## src/rtl/pc_seq_pkg.sv

```systemverilog
// Shared types and defaults for the fetch-stage PC sequencer.
package pc_seq_pkg;

  localparam int unsigned ADDR_W_DEF = 10;
  localparam int unsigned CNT_W_DEF  = 16;

  typedef enum logic [1:0] {
    IDLE      = 2'd0,
    RUN       = 2'd1,
    STEP_WAIT = 2'd2,
    HALTED    = 2'd3
  } state_e;

endpackage

```

## src/rtl/pc_next_sel.sv

```systemverilog
// Next-PC priority mux: pending redirect, branch, jump, sequential, hold.
module pc_next_sel
  import pc_seq_pkg::*;
#(
  parameter int unsigned ADDR_W = ADDR_W_DEF
) (
  input  logic [ADDR_W-1:0] pc_current_i,
  input  logic              advance_i,
  input  logic              pend_valid_i,
  input  logic [ADDR_W-1:0] pend_target_i,
  input  logic              branch_taken_i,
  input  logic [ADDR_W-1:0] branch_target_i,
  input  logic              jump_i,
  input  logic [ADDR_W-1:0] jump_target_i,
  output logic [ADDR_W-1:0] next_pc_o,
  output logic              redirect_live_o,
  output logic [ADDR_W-1:0] live_target_o,
  output logic              redirect_applied_o
);

  // A held redirect marks everything behind it as wrong-path, so live ones are masked.
  always_comb begin
    redirect_live_o    = ~pend_valid_i & (branch_taken_i | jump_i);
    live_target_o      = branch_taken_i ? branch_target_i : jump_target_i;
    next_pc_o          = pc_current_i;
    redirect_applied_o = 1'b0;
    if (advance_i) begin
      redirect_applied_o = pend_valid_i | redirect_live_o;
      if (pend_valid_i) begin
        next_pc_o = pend_target_i;
      end else if (redirect_live_o) begin
        next_pc_o = live_target_o;
      end else begin
        next_pc_o = pc_current_i + ADDR_W'(1);
      end
    end
  end

endmodule

```

## src/rtl/pc_sequencer.sv

```systemverilog
// Fetch-stage controller: run/step/halt FSM, pending redirect, fetch status and counter.
module pc_sequencer
  import pc_seq_pkg::*;
#(
  parameter int unsigned ADDR_W       = ADDR_W_DEF,
  parameter int unsigned RESET_VECTOR = 0,
  parameter int unsigned CNT_W        = CNT_W_DEF
) (
  input  logic              clock,
  input  logic              reset,
  input  logic [ADDR_W-1:0] PC_current,
  input  logic              stall,
  input  logic              branch_taken,
  input  logic [ADDR_W-1:0] branch_target,
  input  logic              jump,
  input  logic [ADDR_W-1:0] jump_target,
  input  logic              halt,
  input  logic              step_mode,
  input  logic              step_req,
  input  logic              resume,
  output logic [ADDR_W-1:0] PC_new,
  output logic              flush,
  output logic              fetch_valid,
  output logic [1:0]        state,
  output logic [CNT_W-1:0]  fetch_count
);

  localparam logic [ADDR_W-1:0] RV = ADDR_W'(RESET_VECTOR);

  state_e              state_q, state_d;
  logic                pend_valid_q, pend_valid_d;
  logic [ADDR_W-1:0]   pend_target_q, pend_target_d;
  logic                fetch_valid_q;
  logic [CNT_W-1:0]    fetch_count_q;
  logic                advance_c;
  logic [ADDR_W-1:0]   sel_pc;
  logic                redirect_live;
  logic [ADDR_W-1:0]   live_target;
  logic                redirect_applied;

  pc_next_sel #(.ADDR_W(ADDR_W)) u_sel (
    .pc_current_i       (PC_current),
    .advance_i          (advance_c),
    .pend_valid_i       (pend_valid_q),
    .pend_target_i      (pend_target_q),
    .branch_taken_i     (branch_taken),
    .branch_target_i    (branch_target),
    .jump_i             (jump),
    .jump_target_i      (jump_target),
    .next_pc_o          (sel_pc),
    .redirect_live_o    (redirect_live),
    .live_target_o      (live_target),
    .redirect_applied_o (redirect_applied)
  );

  always_ff @(posedge clock) begin
    if (reset) begin
      state_q <= IDLE;
    end else begin
      state_q <= state_d;
    end
  end

  // A live redirect overrides both stall and halt; a step advance obeys the same rules as RUN.
  always_comb begin
    state_d   = state_q;
    advance_c = 1'b0;
    case (state_q)
      IDLE: state_d = step_mode ? STEP_WAIT : RUN;
      RUN: begin
        if (halt && !redirect_live) begin
          state_d = HALTED;
        end else if (step_mode) begin
          state_d = STEP_WAIT;
        end else begin
          advance_c = redirect_live || !stall;
        end
      end
      STEP_WAIT: begin
        if (step_req) begin
          if (halt && !redirect_live) begin
            state_d = HALTED;
          end else begin
            advance_c = redirect_live || !stall;
          end
        end else if (!step_mode) begin
          state_d = RUN;
        end
      end
      HALTED: begin
        if (resume) begin
          state_d = step_mode ? STEP_WAIT : RUN;
        end
      end
      default: state_d = IDLE;
    endcase
  end

  // Redirects seen while fetch is frozen are parked until the next advance.
  always_comb begin
    pend_valid_d  = pend_valid_q;
    pend_target_d = pend_target_q;
    if (advance_c) begin
      pend_valid_d = 1'b0;
    end else if (redirect_live && (state_q != IDLE)) begin
      pend_valid_d  = 1'b1;
      pend_target_d = live_target;
    end
  end

  always_ff @(posedge clock) begin
    if (reset) begin
      pend_valid_q  <= 1'b0;
      pend_target_q <= '0;
      fetch_valid_q <= 1'b0;
      fetch_count_q <= '0;
    end else begin
      pend_valid_q  <= pend_valid_d;
      pend_target_q <= pend_target_d;
      fetch_valid_q <= advance_c;
      fetch_count_q <= fetch_count_q + CNT_W'(advance_c);
    end
  end

  assign PC_new      = (reset || (state_q == IDLE)) ? RV : sel_pc;
  assign flush       = !reset && redirect_applied;
  assign fetch_valid = fetch_valid_q;
  assign state       = state_q;
  assign fetch_count = fetch_count_q;

endmodule
```

## config.mk

```make
export PLATFORM = sky130hd
export DESIGN_NAME = pc_sequencer
export DESIGN_NICKNAME = d
export VERILOG_FILES = /design/src/rtl/pc_seq_pkg.sv /design/src/rtl/pc_next_sel.sv /design/src/rtl/pc_sequencer.sv
export SDC_FILE = /design/constraint.sdc
export NUM_CORES = 1
export LEC_CHECK = 0
export ABC_AREA = 1
export CAP_MARGIN = 20
export CORE_ASPECT_RATIO = 0.7
export CORE_MARGIN = 5
export CORE_UTILIZATION = 40
export DETAILED_ROUTE_END_ITERATION = 10
export PLACE_DENSITY = 0.67
export REMOVE_ABC_BUFFERS = 1
export SYNTH_ARGS = -nofsm -noshare
export SYNTH_HDL_FRONTEND = slang
export SYNTH_HIERARCHICAL = 1
export SYNTH_SLANG_ARGS = --single-unit
```

## constraint.sdc

```tcl
create_clock -name clock -period 5.24 [get_ports clock]
set_clock_uncertainty 0.15 [all_clocks]
set_input_delay 0.524 -clock clock [delete_from_list [all_inputs] [get_ports clock]]
set_output_delay 0.524 -clock clock [all_outputs]
set_load 0.03 [all_outputs]
```

After elaboration in Yosys (flattened, before gate mapping)
Cells that the tools add are included.
- register bits: 30
- word-level logic and storage cells: 51
- output and inout port bits: 30
- input port bits: 39
- eq/ne operators: 7
- reductions and logical operators: 13
- multiplexer cells: 19
- bitwise logic cells: 5
- $add $sub $neg: 2
- operators with widths (kind ; number):
    2-to-1 mux 10 bit ; 5
    adder 16 x 1 -> 16 bit ; 1
    2-to-1 mux 2 bit ; 7
    adder 10 x 1 -> 10 bit (second input constant) ; 1
    != test 3 bit (second input constant) ; 3
    case mux 2 bit (4 select lines) ; 1
    2-to-1 mux 1 bit ; 5
    == test 2 bit (second input constant) ; 2
    AND reduction 4 bit ; 1
    logical AND 1 bit ; 3
    zero test 1 bit ; 3
    == test 2 x 1 -> 1 bit (second input constant) ; 1
    zero test 2 bit ; 1
    logical OR 1 bit ; 2
    != test 2 bit (second input constant) ; 1
    inverter 1 bit ; 2
    OR 1 bit ; 2
    case mux 1 bit (2 select lines) ; 1
    AND reduction 2 bit ; 1
    nonzero test 2 bit ; 1
    OR reduction 2 bit ; 1
    bitwise AND 1 bit ; 1

Logic depth before layout (Yosys ltp)
- depth in word-level cells: 9
- gate-level depth with buffers: 16
- depth with buffers taken out: 14

Cells and area by module
Netlist, hierarchy kept.
- modules (own cells, without submodules) (module ; area each (um^2) ; instances ; seq. area each (um^2) ; cells each):
    pc_sequencer ; 1686.6 ; 1 ; 600.6 ; 252
    pc_next_sel ; 651.9 ; 1 ; 0.0 ; 135

Worst setup path after synthesis
Ideal clock, no wire load.
- kind: register to output
- start: register state_q[0] (netlist: state[0])
- end: output PC_new[4]
- arrival time: 2.403 ns
- required time: 4.566 ns
- setup slack: 2.163 ns
- path buffers: 2
- stages on the path, launching flop included: 13
- cell sequence: dfxtp_1 > inv_1 > ha_1 > inv_2 > a21oi_2 > nand3_2 > buf_4 > inv_1 > buf_2 > nor2_1 > a31oi_1 > inv_1 > nor2_1
- word-level cells in the longest chain between the ends: 4
- elaborated cells between the ends (all ways): 7
- those cells by class: 2 x eq/ne; 3 x mux; 2 x reduce/logical
- RTL lines (item ; line ; text):
    start: declaration ; pc_sequencer.sv:30 ; state_e state_q, state_d;
    start signal: assignment ; pc_sequencer.sv:60 ; state_q <= state_d;
    == test 2 bit or == test 2 x 1 -> 1 bit (tied branches) ; pc_sequencer.sv:68 ; case (state_q)
    case mux 1 bit (2 select lines) (*) ; pc_sequencer.sv:68 ;
    named net advance_c ; pc_sequencer.sv:35 ; logic advance_c;
    2-to-1 mux 10 bit (*) ; pc_next_sel.sv:27 ; if (advance_i) begin
    named net sel_pc[4] ; pc_sequencer.sv:36 ; logic [ADDR_W-1:0] sel_pc;
    2-to-1 mux 10 bit (*) ; pc_sequencer.sv:125 ; assign PC_new = (reset || (state_q == IDLE)) ? RV : sel_pc;
    end: declaration ; pc_sequencer.sv:21 ; output logic [ADDR_W-1:0] PC_new,
Mark *: on every way through the listed nets, which the timed path passes. The rest lies on a longest branch.

Worst setup path after layout
- start: input branch_taken
- end: output PC_new[0]
- word-level cells in the longest chain between the ends: 9
- elaborated cells between the ends (all ways): 15
- those cells by class: 10 x mux; 2 x bitwise; 3 x reduce/logical
- RTL lines (item ; line ; text):
    start: declaration ; pc_sequencer.sv:13 ; input logic branch_taken,
    OR 1 bit (*) ; pc_next_sel.sv:23 ; redirect_live_o = ~pend_valid_i & (branch_taken_i | jump_i);
    bitwise AND 1 bit (*) ; pc_next_sel.sv:23 ;
    named net redirect_live ; pc_sequencer.sv:37 ; logic redirect_live;
    zero test 1 bit ; pc_sequencer.sv:71, pc_sequencer.sv:81 ;
    logical AND 1 bit ; pc_sequencer.sv:71, pc_sequencer.sv:81 ;
    2-to-1 mux 1 bit ; pc_sequencer.sv:81 ; if (halt && !redirect_live) begin
    2-to-1 mux 1 bit ; pc_sequencer.sv:80 ; if (step_req) begin
    case mux 1 bit (2 select lines) (*) ; pc_sequencer.sv:68 ;
    named net advance_c ; pc_sequencer.sv:35 ;
    2-to-1 mux 10 bit (*) ; pc_next_sel.sv:27 ;
    named net sel_pc[0] ; pc_sequencer.sv:36 ;
    2-to-1 mux 10 bit (*) ; pc_sequencer.sv:125 ;
Marks and branches as above.

==> impl_results.md <==
- Worst-path fanout max: 22
- Setup Buffers After CTS: 0
- Worst IR Drop VDD: 0.2450 mV
- Critical Path AT: 3.79 ns
- Critical path type: input port to primary output
- Worst path required time: 4.57 ns
- N_diodes: 0
- First-pass GRT wire length: 11.07 mm
- Clock buffer count from CTS: 5
- RSZ-0062 raised after global routing: false
- Clk Latency, worst-skew pair: 0.28 ns
- # setup viols final: 0
- DIE AREA: 7499 um^2
- Reg power frac: 27.5%
- Final core utilization: 56.19%
- Cells along the critical path: clkdlybuf4s50_1, nor2_2, nor2_2, inv_2, nand2_1, nand3_2, buf_4, inv_1, inv_2, a21oi_1, o21ai_0, a21oi_1, a21oi_1, inv_1, nor2_1, clkdlybuf4s50_1
- DP Wirelength: 5.087 mm
- TNS Setup: 0 ns
- Pwr Density: 361.5 nW/um^2
- Row Count: 23
- Vias/cell: 4.672
- Startpoint class of the critical path: input port
- Crit-path max cell delay: 0.69 ns
- Top achievable clock speed: 223.8 MHz
- Hold Fails Final Rpt: 0
- CP top delay family: buffers and inverters
- Final min period: 4.468 ns
- Most common cell after layout, fill and taps aside: nand2_1
- Port buffer count: 68
- Fin crit share: 85.26%
- Clk root buf: clkbuf_8
- CTS Hold Buffers Added: 0
- Tot GR Track Use: 18.21%
- Switch share: 39.57%
- Outcome: completed
- Yosys reg bits: 30
- Starting Density: 41.04%
- PostCTS Resize Cnt: 0
- Slew Limit Fails: 0
- CTS max path bufs: 2
- Core Region: 5698 um^2
- Critical Path Slowest Stage Cell: clkdlybuf4s50_1
- Pre-CTS WS: 0.7509 ns
- Clk sinks: 30
- Setup WS post-layout: 0.7724 ns
- # fillers: 584
- Pin count of the biggest net entering global routing: 23
- Commonest non-fill, non-tap cells in the layout: nand2_1, clkdlybuf4s50_1, nor2_1
- Register area share after synthesis: 25.68%
- Syn Area/Cell: 6.043 um^2
- Internal: 0.6993 mW
- Initial antenna violation count: 0
- Worst Hold Class: register to register
- Die Height: 73.97 um
- Via count: 2,476
- Wire per inst: 12.11 um
- Psw: 0.4580 mW
- Cell mode on critical path: a21oi_1
- Die Wd: 101.4 um
- DR DRC count: 0
- Detailed Route Iter0 Violations: 182
- Post-Route WL: 6.420 mm
- Combinational share of power: 47.2%
- Synth warn: 6
- Vias in the first global route: 2,400
- Clock Power Share: 25.3%
- Routability congestion estimate: 0.9815
- Area growth syn-to-layout: 36.92%
- Share of cells above drive strength 1: 10.33%
- CP Capture Type: primary output
- Syn Std Cell Area: 2338 um^2
- Tightest Pin Transition: 0.6358 ns
- Reg clk slew, reported paths: 0.07 ns
- Grt ovf: 0
- Slew HR: 57.48%
- P_leak: 1.458 nW
- Top Ports: 69
- Critical path buffers and inverters: 7
- Nets: 501
- Synth cell types: 34
- Cells after synthesis: 387
- Drt pass-1 iters: 4
- CTS tree: done
- H-tree Lvls: 2
- Number of antenna-violating nets in the routed design: 0
- MaxCap Viol Count: 0
## path summary, 6_finish.rpt
path | start | to | slack [ns] | depth (start not counted)
setup / recovery | branch_taken | PC_new[0] | 0.77 | 16
hold / removal | fetch_count[15] | fetch_count[15] | 0.32 | 2
setup reg to reg | state[1] | fetch_count[12] | 2.19 | 14
hold reg to reg | fetch_count[15] | fetch_count[15] | 0.32 | 2
## logic make-up after synthesis
family          count (synthesis)  share of synthesized area (%)
fa+ha+maj                       8                          4.281
buf+inv                        74                          13.38
compound gates                 54                          13.48
flops                          30                          25.68
xor+xnor                        5                          1.873
simple gates                  216                          41.31
## per-layer routing
| layer | share of wire, % | track usage (%) |
|---|---|---|
| met3 | 4.3 | 3.749 |
| met4 | 0.55 | 3.392 |
| met1 | 49 | 25.78 |
| met5 | 0 | 0 |
| met2 | 46 | 29.06 |
## cell usage after synthesis (all sizes together)
cell / count / area, um^2
a21oi: 34 / 173.9
a22oi: 2 / 15.01
a31oi: 1 / 6.260
buf: 9 / 68.81
clkbuf: 2 / 7.510
clkinv: 1 / 3.750
dfxtp: 30 / 600.6
ha: 8 / 100.1
inv: 62 / 232.7
nand2: 111 / 434.2
nand3: 31 / 210.2
nand4: 4 / 25.02
nor2: 67 / 276.5
nor3b: 1 / 7.510
o211ai: 3 / 27.52
o21a: 1 / 7.510
o21ai: 8 / 43.79
o21bai: 5 / 41.29
or2: 2 / 12.52
xnor2: 4 / 35.03
xor2: 1 / 8.760
## registers in the layout (all words and copies together) (netlist names)
register	flops
pend_valid_q	1
state	2
fetch_count	16
pend_target_q	10
fetch_valid	1
## through the flow
| step | instance area (um^2) | hold WS [ns] | instances | power [mW] |
|---|---|---|---|---|
| after floorplan | 2262 | 0.3019 | 376 | 0.6867 |
| after global placement | 3059 | 0.3087 | 522 | 0.8635 |
| after detailed placement | 3059 | 0.3201 | 522 | 0.8700 |
| after CTS | 3202 | 0.3311 | 530 | 1.166 |
| after global routing | 3202 | 0.3551 | 530 | 1.259 |
| final | 3202 | 0.3242 | 530 | 1.157 |
## worst min-delay path: stages, from the launching register on
cell,delay (ns)
dfxtp_1,0.32
nand2_1,0.06
a21oi_1,0.05
## layout make-up
cell class                      instances  area (um^2)  share of cell area, %
Tap cell                               75        93.84                  2.931
Timing Repair Buffer                   71        703.2                  21.96
Sequential cell                        30        600.6                  18.76
Multi-Input combinational cell        283         1425                  44.51
Clock buffer                            6        82.58                  2.579
Inverter                               63        236.5                  7.386
Clock inverter                          2        60.06                  1.876
## power groups by stage
stage	Combinational, mW	Sequential, mW	Clock [mW]
after floorplan	0.356	0.330	0
after global placement	0.541	0.322	0
after detailed placement	0.548	0.322	0
after CTS	0.549	0.317	0.299
after global routing	0.623	0.325	0.311
final	0.547	0.318	0.293
(Power assumes the default switching activity.)
